File: src/rtl/audio_stats_pkg.sv
// Shared defaults and full-scale helpers for the audio statistics monitor.
package audio_stats_pkg;

    localparam int unsigned DefWidth   = 16;
    localparam int unsigned DefNumCh   = 2;
    localparam int unsigned DefWinLog2 = 10;

    function automatic int fs_max(input int unsigned width);
        return (1 << (width - 1)) - 1;
    endfunction

    function automatic int fs_min(input int unsigned width);
        return -(1 << (width - 1));
    endfunction

endpackage

File: src/rtl/audio_stats_chan.sv
// One channel's window accumulators, sign history and latched window results.
module audio_stats_chan
    import audio_stats_pkg::*;
#(
    parameter int unsigned WIDTH    = DefWidth,
    parameter int unsigned WIN_LOG2 = DefWinLog2
) (
    input  logic                clk,
    input  logic                rst_n,
    input  logic                vld,
    input  logic                clr,
    input  logic                wrap,
    input  logic [WIDTH-1:0]    sample,
    output logic [WIDTH-1:0]    max_res,
    output logic [WIDTH-1:0]    min_res,
    output logic [WIDTH-1:0]    mean_res,
    output logic [WIN_LOG2:0]   xing_res,
    output logic [WIN_LOG2:0]   clip_res
);

    localparam int unsigned SumW = WIDTH + WIN_LOG2;
    localparam logic signed [WIDTH-1:0] FsMax  = WIDTH'(fs_max(WIDTH));
    localparam logic signed [WIDTH-1:0] FsMin  = WIDTH'(fs_min(WIDTH));
    localparam logic [WIN_LOG2:0]       CntOne = (WIN_LOG2 + 1)'(1);

    logic signed [WIDTH-1:0] smp;
    logic signed [WIDTH-1:0] max_q, max_d, min_q, min_d, mean_d;
    logic signed [SumW-1:0]  sum_q, sum_d;
    logic [WIN_LOG2:0]       xing_q, xing_d, clip_q, clip_d;
    logic                    hist_vld_q, prev_neg_q, neg;

    assign smp = sample;
    assign neg = smp[WIDTH-1];

    always_comb begin
        max_d  = (smp > max_q) ? smp : max_q;
        min_d  = (smp < min_q) ? smp : min_q;
        sum_d  = sum_q + SumW'(smp);
        // Arithmetic shift gives floor toward -inf for negative sums.
        mean_d = WIDTH'(sum_d >>> WIN_LOG2);
        xing_d = xing_q;
        if (hist_vld_q && (neg != prev_neg_q)) begin
            xing_d = xing_q + CntOne;
        end
        clip_d = clip_q;
        if ((smp == FsMax) || (smp == FsMin)) begin
            clip_d = clip_q + CntOne;
        end
    end

    always_ff @(posedge clk or negedge rst_n) begin
        if (!rst_n) begin
            max_q      <= FsMin;
            min_q      <= FsMax;
            sum_q      <= '0;
            xing_q     <= '0;
            clip_q     <= '0;
            hist_vld_q <= 1'b0;
            prev_neg_q <= 1'b0;
            max_res    <= '0;
            min_res    <= '0;
            mean_res   <= '0;
            xing_res   <= '0;
            clip_res   <= '0;
        end else if (clr) begin
            max_q      <= FsMin;
            min_q      <= FsMax;
            sum_q      <= '0;
            xing_q     <= '0;
            clip_q     <= '0;
            hist_vld_q <= 1'b0;
            prev_neg_q <= 1'b0;
        end else if (vld) begin
            // History survives the window boundary so cross-window sign changes count.
            hist_vld_q <= 1'b1;
            prev_neg_q <= neg;
            if (wrap) begin
                max_res  <= max_d;
                min_res  <= min_d;
                mean_res <= mean_d;
                xing_res <= xing_d;
                clip_res <= clip_d;
                max_q    <= FsMin;
                min_q    <= FsMax;
                sum_q    <= '0;
                xing_q   <= '0;
                clip_q   <= '0;
            end else begin
                max_q  <= max_d;
                min_q  <= min_d;
                sum_q  <= sum_d;
                xing_q <= xing_d;
                clip_q <= clip_d;
            end
        end
    end

endmodule

File: src/rtl/audio_stats_mon.sv
// Per-channel windowed audio statistics with a pend/ack result handshake.
module audio_stats_mon
    import audio_stats_pkg::*;
#(
    parameter int unsigned WIDTH    = DefWidth,
    parameter int unsigned NUM_CH   = DefNumCh,
    parameter int unsigned WIN_LOG2 = DefWinLog2
) (
    input  logic                         clk,
    input  logic                         rst_n,
    input  logic                         smpl_vld,
    input  logic [NUM_CH*WIDTH-1:0]      smpl,
    input  logic                         clr,
    input  logic                         stats_ack,
    output logic                         stats_vld,
    output logic                         stats_pend,
    output logic                         overrun,
    output logic [NUM_CH*WIDTH-1:0]      max_o,
    output logic [NUM_CH*WIDTH-1:0]      min_o,
    output logic [NUM_CH*WIDTH-1:0]      mean_o,
    output logic [NUM_CH*(WIN_LOG2+1)-1:0] xing_o,
    output logic [NUM_CH*(WIN_LOG2+1)-1:0] clip_o
);

    logic [WIN_LOG2-1:0] cnt_q;
    logic                wrap, done;

    // The frame arriving at count 2^WIN_LOG2-1 closes the window.
    assign wrap = &cnt_q;
    assign done = smpl_vld && !clr && wrap;

    always_ff @(posedge clk or negedge rst_n) begin
        if (!rst_n) begin
            cnt_q      <= '0;
            stats_vld  <= 1'b0;
            stats_pend <= 1'b0;
            overrun    <= 1'b0;
        end else if (clr) begin
            cnt_q      <= '0;
            stats_vld  <= 1'b0;
            stats_pend <= 1'b0;
            overrun    <= 1'b0;
        end else begin
            if (smpl_vld) begin
                cnt_q <= cnt_q + WIN_LOG2'(1);
            end
            stats_vld <= done;
            if (done) begin
                stats_pend <= 1'b1;
                if (stats_pend && !stats_ack) begin
                    overrun <= 1'b1;
                end
            end else if (stats_ack) begin
                stats_pend <= 1'b0;
            end
        end
    end

    for (genvar c = 0; c < NUM_CH; c++) begin : g_chan
        audio_stats_chan #(
            .WIDTH    (WIDTH),
            .WIN_LOG2 (WIN_LOG2)
        ) u_chan (
            .clk      (clk),
            .rst_n    (rst_n),
            .vld      (smpl_vld),
            .clr      (clr),
            .wrap     (wrap),
            .sample   (smpl[c*WIDTH +: WIDTH]),
            .max_res  (max_o[c*WIDTH +: WIDTH]),
            .min_res  (min_o[c*WIDTH +: WIDTH]),
            .mean_res (mean_o[c*WIDTH +: WIDTH]),
            .xing_res (xing_o[c*(WIN_LOG2+1) +: (WIN_LOG2+1)]),
            .clip_res (clip_o[c*(WIN_LOG2+1) +: (WIN_LOG2+1)])
        );
    end

endmodule

File: config.mk
export PLATFORM = sky130hd
export DESIGN_NAME = audio_stats_mon
export DESIGN_NICKNAME = d
export VERILOG_FILES = /design/src/rtl/audio_stats_pkg.sv /design/src/rtl/audio_stats_chan.sv /design/src/rtl/audio_stats_mon.sv
export SDC_FILE = /design/constraint.sdc
export NUM_CORES = 1
export LEC_CHECK = 0
export CAP_MARGIN = 20
export CORE_MARGIN = 2
export CORE_UTILIZATION = 55
export CTS_BUF_LIST = sky130_fd_sc_hd__clkbuf_2 sky130_fd_sc_hd__clkbuf_4 sky130_fd_sc_hd__clkbuf_8
export CTS_CLUSTER_SIZE = 16
export DETAILED_ROUTE_END_ITERATION = 16
export PLACE_DENSITY = 0.78
export RECOVER_POWER = 50
export SYNTH_ARGS = -nofsm -noshare
export SYNTH_HDL_FRONTEND = slang
export SYNTH_HIERARCHICAL = 1
export SYNTH_SLANG_ARGS = --single-unit
File: constraint.sdc
create_clock -name clk -period 3.8 [get_ports clk]
set_input_delay 1.14 -clock clk [delete_from_list [all_inputs] [get_ports clk]]
set_output_delay 1.14 -clock clk [all_outputs]
set_load 0.05 [all_outputs]
Yosys cells after proc, flatten, opt, wreduce, memory -nomap -nowiden
Cells that the tools add are included.
{ "totals": {"word_cells": 114, "ff_bits": 316, "out_inout_bits": 143, "input_bits": 37} }
{ "classes": {"bitwise": 1, "eq_ne": 6, "muxes": 53, "n_reduce_logical": 16, "n_addsub": 7, "n_lt_le_gt_ge": 4} }
{ "op_table": {"columns": ["cell", "n"], "rows": [
  ["16-bit two-way mux", 16],
  ["11-bit two-way mux", 16],
  ["26-bit two-way mux", 6],
  ["16-bit == test, second input constant", 4],
  ["26-bit by 16-bit adder with 26-bit output", 2],
  ["11-bit by 1-bit adder with 11-bit output, second input constant", 4],
  ["16-bit > comparator", 2],
  ["16-bit < comparator", 2],
  ["10-bit two-way mux", 2],
  ["1-bit two-way mux", 13],
  ["12-bit AND reduction", 1],
  ["10-bit by 1-bit adder with 10-bit output, second input constant", 1],
  ["10-bit AND reduction", 1],
  ["2-bit nonzero test", 3],
  ["1-bit logical AND", 5],
  ["3-bit nonzero test", 1],
  ["1-bit zero test", 2],
  ["1-bit logical OR", 2],
  ["1-bit inequality test", 2],
  ["2-bit AND reduction", 1],
  ["1-bit NOT", 1]
]} }

Longest topological paths before layout
Gate-level depths: netlist (run 1).
{ "logic_depth": {"depth_word": 6, "mapped_depth": 12, "depth_no_buf": 10} }

Modules after synthesis
Netlist (run 1), hierarchy kept.
{ "by_module_without_submodules": {"columns": ["mod", "instances", "cells_per_inst", "seq_area_each_um2", "area_per_inst_um2"], "rows": [
  ["audio_stats_chan (g_chan[1].u_chan)", 1, 912, 3823.7, 8704.6],
  ["audio_stats_chan (g_chan[0].u_chan)", 1, 922, 3823.7, 8663.3],
  ["audio_stats_mon", 1, 60, 325.3, 615.6]
]} }

Worst setup path before layout (run 1)
OpenSTA, ideal clock, no wires.
{ "synth_timing": {"kind": "input port to flip-flop", "start": "input port smpl[16]", "end": "register g_chan[1].u_chan.sum_q[24]", "n_path_buf": 0, "required_ns": 3.667, "setup_time_ns": 0.133, "path_stages": 10, "arrival_time_ns": 3.434, "path_slack_ns": 0.233, "cell_sequence": "ha_1 fa_1 a21o_1 a221oi_2 o311ai_1 a211oi_2 nor4_1 a2111oi_2 xor2_1 o21ai_0"} }
{ "synth_via": {"elab_chain_len": 4} }
{ "synth_rtl": {"columns": ["element", "line_no", "text"], "rows": [
  ["start, declared", "audio_stats_mon.sv:12", "input logic [NUM_CH*WIDTH-1:0] smpl,"],
  ["26-bit by 16-bit adder with 26-bit output", "audio_stats_chan.sv:38", "sum_d = sum_q + SumW'(smp);"],
  ["26-bit two-way mux", "audio_stats_chan.sv:77", "if (wrap) begin"],
  ["26-bit two-way mux", "audio_stats_chan.sv:73", "end else if (vld) begin"],
  ["26-bit two-way mux", "audio_stats_chan.sv:65", "end else if (clr) begin"],
  ["end signal, assigned", "audio_stats_chan.sv:91", "sum_q <= sum_d;"],
  ["end, declared", "audio_stats_chan.sv:28", "logic signed [SumW-1:0] sum_q, sum_d;"]
]} }
Every way passes these cells. The select of a mux whose other input is x is not followed.
A chain may end at the register's enable or synchronous reset.

Worst setup path in the final report (run 1)
{ "layout_timing": {"start": "input port smpl_vld", "end": "register g_chan[0].u_chan.xing_q[8]"} }
{ "layout_via": {"elab_chain_len": 1} }
{ "layout_rtl": {"columns": ["element", "line_no", "text"], "rows": [
  ["start, declared", "audio_stats_mon.sv:11", "input logic smpl_vld,"],
  ["2-bit nonzero test (no source line)", null, null],
  ["end signal, assigned", "audio_stats_chan.sv:92", "xing_q <= xing_d;"],
  ["end, declared", "audio_stats_chan.sv:29", "logic [WIN_LOG2:0] xing_q, xing_d, clip_q, clip_d;"]
]} }
Every way passes these cells.

==> out/qor.yml, run 1 <==
clock_tree:
  numCtsBuffers: 53
  postCtsSetupRepairBufs: 0
  cts_root_buf: "clkbuf_8"
  hold_buffers: 0
  cts-htree-levels: 2
  clkSlewWorstSetupHoldPaths_ns: 0.06
  cts.sinks: 317
  ctsResizeCount: 0
  clockBufferDepth: 3
  insertion_delay_ns: 0.63
  tritoncts: "done"
synthesis:
  synth_nets: 2050
  ys_types: 89
  ys_ff_latch: 317
  synth_area_per_cell_um2: 9.49
  ys.flop_type: "dfrtp_1"
  yosysTopAreaCellShare_pct: 39.7
  synthCells: 1894
  synthTopCellsByArea: "dfrtp_1 40%, ha_1 8.1%, o21ai_0 5.2%"
  syn-cell-area_um2: 18000
  synth_edf_count: 0
  ys_warn_count: 6
  ys_seq_area_share_pct: 44.3
  synthArstFlopShare_pct: 100
  synth_top_cell_by_area: "dfrtp_1"
global_route:
  grt_pass1_wl_um: 79500
  globalRouteTotalUtil_pct: 28.9
  grt_pass1_vias: 15917
  antenna_found_initial: 0
  overflow: 0
  grt_max_degree: 103
place:
  port_buffers: 179
  gp_congestion: 0.895
  dp_slack_ns: -0.429
  dp.cells: 2615
  dpl.hpwl_um: 35000
  placed_cell_area_um2: 21700
run:
  drv_cap: 2
layout:
  design_area_um2: 22800
  layout_common_cells: "285 x dfrtp_1, 249 x nand2_1, 192 x o21ai_0"
  areaGrowthSynthToFinish_pct: 26.5
  regArea_um2: 7970
  nets: 2384
  fillers: 2474
  fin_cells: 2714
  multi_input_area_um2: 9230
  final_common_cell: "dfrtp_1"
  drive_above_1_share_pct: 15.9
timing:
  finalSetupViolations: 0
  fmax_mhz: 275
  period_minus_slack_ns: 3.63
  final_max_slew_viol_count: 90
  setup_slack_ns: 0.168
  clock_skew_ns: 0.0467
  worstMarginPinSlew_ns: 2.42
  rsz0062_at_grt: "no"
  slew_headroom_pct: -61.4
  hold_violations: 0
  finalCritPeriodShare_pct: 95.6
outcome:
  violations: "max-capacitance violations, max-slew violations"
  status: "finished with violations"
die:
  die_height_um: 185
  core_area_um2: 32400
  pin_count: 180
  die-area_um2: 34200
  initial_utilization_pct: 55.6
  die_w_um: 185
  num_rows: 66
drt:
  wirelength_um: 48600
  vias: 16033
  drt_iter0_markers: 1295
  dr.pass1.iters: 6
  vias_per_cell: 5.91
  wl_per_cell_um: 17.9
  ant_nets: 0
  drc: 0
worst_setup_path:
  critPathMaxFanout: 18
  crit_type: "in -> reg"
  crit_path_start_kind: "primary input"
  r2r_cells: 10
  critPathRequiredTime_ns: 4.30
  cp.arrival_ns: 4.13
  crit_path_end_kind: "flip-flop"
hold_path:
  min_path_type: "reg -> reg"
  hold_depth: 2
power:
  ir_drop_uv: 336
  p_leak_nw: 10.5
  power_mw: 9.17
  p_per_area_nw_per_um2: 403
-- worst paths after layout --
check,slack (ns),endpoint,from
worst max register to register,0.82,g_chan[1].u_chan/sum_q[24],g_chan[1].u_chan/sum_q[0]
worst min-delay path,0.47,g_chan[0].u_chan/xing_res[5],g_chan[0].u_chan/xing_res[5]
max in group asynchronous,0.60,cnt_q[6],rst_n
min in group asynchronous,1.23,g_chan[0].u_chan/max_res[4],rst_n
worst max-delay path,0.17,g_chan[0].u_chan/xing_q[8],smpl_vld
worst min register to register,0.47,g_chan[0].u_chan/xing_res[5],g_chan[0].u_chan/xing_res[5]
-- power breakdown --
part | switching, mW | internal, mW | leakage, nW | total (mW)
Combinational | 1.19 | 0.975 | 5.62 | 2.17
Sequential | 0.107 | 3.54 | 4.26 | 3.65
Clock | 1.42 | 1.94 | 0.631 | 3.35
Total | 2.72 | 6.46 | 10.5 | 9.17
-- cell type report --
cell class / count / area share, %
Multi-Input combinational cell: 1382 / 40.6
Tap cell: 442 / 2.43
Antenna cell: 2 / 0.0220
Clock buffer: 88 / 4.77
Clock inverter: 9 / 0.467
Timing Repair Buffer: 389 / 15.3
Sequential cell: 317 / 35.0
Inverter: 85 / 1.40
-- synthesized netlist by cell type, types with 17 or more instances --
cell type and n:
inv_1 85, xnor2_1 40, nor2_1 81, o31ai_1 28
a22o_1 35, o21ai_1 53, o22a_1 31, nand2_1 249
dfstp_2 32, nor4_1 19, dfrtp_1 285, and3_1 35
nand4_1 41, o21ai_0 187, nand3_1 31, clkbuf_1 88
a221o_1 17, a21oi_1 76, ha_1 117, mux2i_1 52
a21o_1 31, xor2_1 46
-- layer usage --
layer / vias to the layer above / track usage (%) / routed length [µm]
li1: 7557 / - / -
met1: 7835 / 38.3 / 20900
met2: 527 / 48.2 / 23300
met3: 114 / 3.95 / 2780
met4: 0 / 11.2 / 1660
met5: - / 0 / 0
-- through the flow --
stage	util, %	setup TNS, ns	hold slack, ns
final	70.3	0	0.474
after CTS	70.7	0	0.482
after floorplan	-	0	0.453
after detailed placement	67.0	-13.52	0.468
after global routing	70.3	0	0.508
after global placement	67.0	-9.06	0.460
-- cells by family after synthesis --
logic type                 share of synthesized area (%)
AOI/OAI and AO/OA                                   21.1
xor gates and xnor gates                            4.19
adders and majority gates                           8.36
buffers and inverters                               4.33
DFF                                                 44.3
muxes                                               2.97
and+or+nand+nor                                     14.7
-- state kept, by name, summed over array words and instances (netlist names) --
name and count:
g_chan.u_chan/max_q 32, g_chan.u_chan/min_q 32, g_chan.u_chan/clip_q 22, cnt_q 10, g_chan.u_chan/prev_neg_q 2, g_chan.u_chan/sum_q 52
g_chan.u_chan/min_res 32, g_chan.u_chan/xing_q 22, g_chan.u_chan/clip_res 22, overrun 1, g_chan.u_chan/hist_vld_q 2, stats_pend 1
g_chan.u_chan/mean_res 32, g_chan.u_chan/max_res 32, stats_vld 1, g_chan.u_chan/xing_res 22
-- worst max-delay path: stages --
cell	delay (ns)
dlygate4sd3_1	0.70
clkbuf_1	0.41
nor2_1	1.23
buf_4	0.39
o21ai_0	0.14
o31ai_1	0.11
Note: power is estimated with default switching activity, not from simulation.
==> run 2: changes to the inputs <==
PLACE_DENSITY = 0.8   (was 0.78)
==> out/qor.yml, run 2 (synthesized netlist as in run 1, its figures left out) <==
outcome:
  status: "finished with violations"
  violations: "max-capacitance violations, max-slew violations"
hold_path:
  min_path_type: "reg -> reg"
  hold_start: "g_chan[0].u_chan/clip_res[5]"
worst_setup_path:
  cp.arrival_ns: 4.16
  reg2reg_setup_slack_ns: 0.30
  crit_path_end_kind: "flip-flop"
  crit_type: "in -> reg"
  critPathMaxFanout: 20
  reg2reg_from: "cnt_q[3]"
  crit_path_start_kind: "primary input"
  critPathRequiredTime_ns: 4.31
  startpoint: "clr"
global_route:
  grtUsageMet2_pct: 50.2
  gr-usage-met3_pct: 4.29
  overflow: 0
  grt-busiest-layer: "met2"
  antenna_found_initial: 1
  grtUsageMet1_pct: 38.2
  grt_pass1_wl_um: 81600
  grt_pass1_vias: 16251
  grt_max_degree: 90
  globalRouteTotalUtil_pct: 29.5
clock_tree:
  insertion_delay_ns: 0.61
  cts-htree-levels: 2
  numCtsBuffers: 53
  tritoncts: "done"
  cts_root_buf: "clkbuf_8"
  clkSlewWorstSetupHoldPaths_ns: 0.06
  postCtsSetupRepairBufs: 0
  cts.sinks: 317
  clockBufferDepth: 3
power:
  p_per_area_nw_per_um2: 406
  p_leak_nw: 10.6
  ir_drop_uv: 273
drt:
  wirelength_um: 49800
  vias: 16080
  vias_per_cell: 5.92
  wl_per_cell_um: 18.3
  drc: 0
  dr.pass1.iters: 5
  drt_iter0_markers: 1206
  ant_nets: 0
die:
  core_area_um2: 32400
  die_height_um: 185
  die-area_um2: 34200
  num_rows: 66
  die_w_um: 185
  initial_utilization_pct: 55.6
  pin_count: 180
timing:
  final.setup.tns_ns: 0
  clock_skew_ns: 0.0290
  fmax_mhz: 274
  rsz0062_at_grt: "no"
  finalSetupViolations: 0
  period_minus_slack_ns: 3.65
  final_max_slew_viol_count: 75
  hold_violations: 0
  setup_slack_ns: 0.147
  finalCritPeriodShare_pct: 96.1
  slew_headroom_pct: -35.0
  worstMarginPinSlew_ns: 2.03
layout:
  final_common_cell: "dfrtp_1"
  nets: 2385
  largest_reg_flops: 52
  fillers: 2456
  drive_above_1_share_pct: 16.3
  areaGrowthSynthToFinish_pct: 27.0
  largest_register: "g_chan.u_chan/sum_q"
  n_antenna_cell: 0
  layout_common_cells: "285 x dfrtp_1, 249 x nand2_1, 189 x o21ai_0"
  design_area_um2: 22800
place:
  port_buffers: 179
  dp_slack_ns: -0.473
  gp_congestion: 0.914
  dpl.hpwl_um: 35800
  placed_cell_area_um2: 21700
run:
  drv_cap: 1
run 2: cell types whose count changed in the layout (fill, tap and decap cells not counted), sizes merged:
cell | before | now
clkbuf | 106 | 97
clkinv | 4 | 12
clkdlybuf4s50 | 177 | 170
dlygate4sd3 | 1 | 8
buf | 193 | 197
bufinv | 2 | 4
clkinvlp | 2 | 0
diode | 2 | 0
inv | 86 | 87
run 2: layer usage:
| metal | part of all wire, % | up-vias |
|---|---|---|
| met5 | 0.026 | - |
| met4 | 3.2 | 2 |
| met3 | 6.3 | 120 |
| met2 | 48 | 575 |
| met1 | 42 | 7833 |
| li1 | - | 7550 |
run 2: timing repair:
item | in CTS | in global routing
setup endpoints to repair | 0 | 4
gates resized for setup | 0 | 2
hold buffers | 0 | 0
run 2: where the power goes:
| group | total (mW) | internal, mW | switching [mW] |
|---|---|---|---|
| Combinational | 2.18 | 0.975 | 1.20 |
| Clock | 3.44 | 2.01 | 1.43 |
| Sequential | 3.65 | 3.54 | 0.106 |
run 2: area by class of cell:
cell class,count,area (µm²),share of cell area [%]
Multi-Input combinational cell,1382,9250,40.5
Clock inverter,18,200,0.877
Timing Repair Buffer,390,3510,15.4
Inverter,85,319,1.40
Sequential cell,317,7970,34.9
Tap cell,442,553,2.42
Clock buffer,82,1030,4.50
run 2: stage by stage:
| stage | util, % | std cells | total power, mW | hold slack (ns) |
|---|---|---|---|---|
| after floorplan | - | 1894 | 4.96 | 0.453 |
| after global placement | 67.1 | 2616 | 5.78 | 0.460 |
| after detailed placement | 67.1 | 2616 | 5.86 | 0.469 |
| after CTS | 70.9 | 2716 | 9.33 | 0.483 |
| after global routing | 70.5 | 2716 | 9.72 | 0.489 |
| final | 70.5 | 2716 | 9.27 | 0.473 |
run 2: critical path, cell delays in order:
cell and delay [ns]:
dlygate4sd3_1 0.62, clkbuf_1 0.34, clkbuf_1 0.37, nor2_1 0.89
clkbuf_2 0.57, a21oi_1 0.09, o32ai_1 0.14
run 2: final timing paths:
| check | endpoint | cells past startpoint |
|---|---|---|
| min | g_chan[0].u_chan/clip_res[5] | 2 |
| max in group asynchronous | g_chan[1].u_chan/sum_q[20] | 2 |
| min reg2reg | g_chan[0].u_chan/clip_res[5] | 2 |
| max reg2reg | g_chan[0].u_chan/clip_q[1] | 8 |
| max | g_chan[0].u_chan/min_q[15] | 7 |
| min in group asynchronous | g_chan[0].u_chan/max_res[2] | 1 |
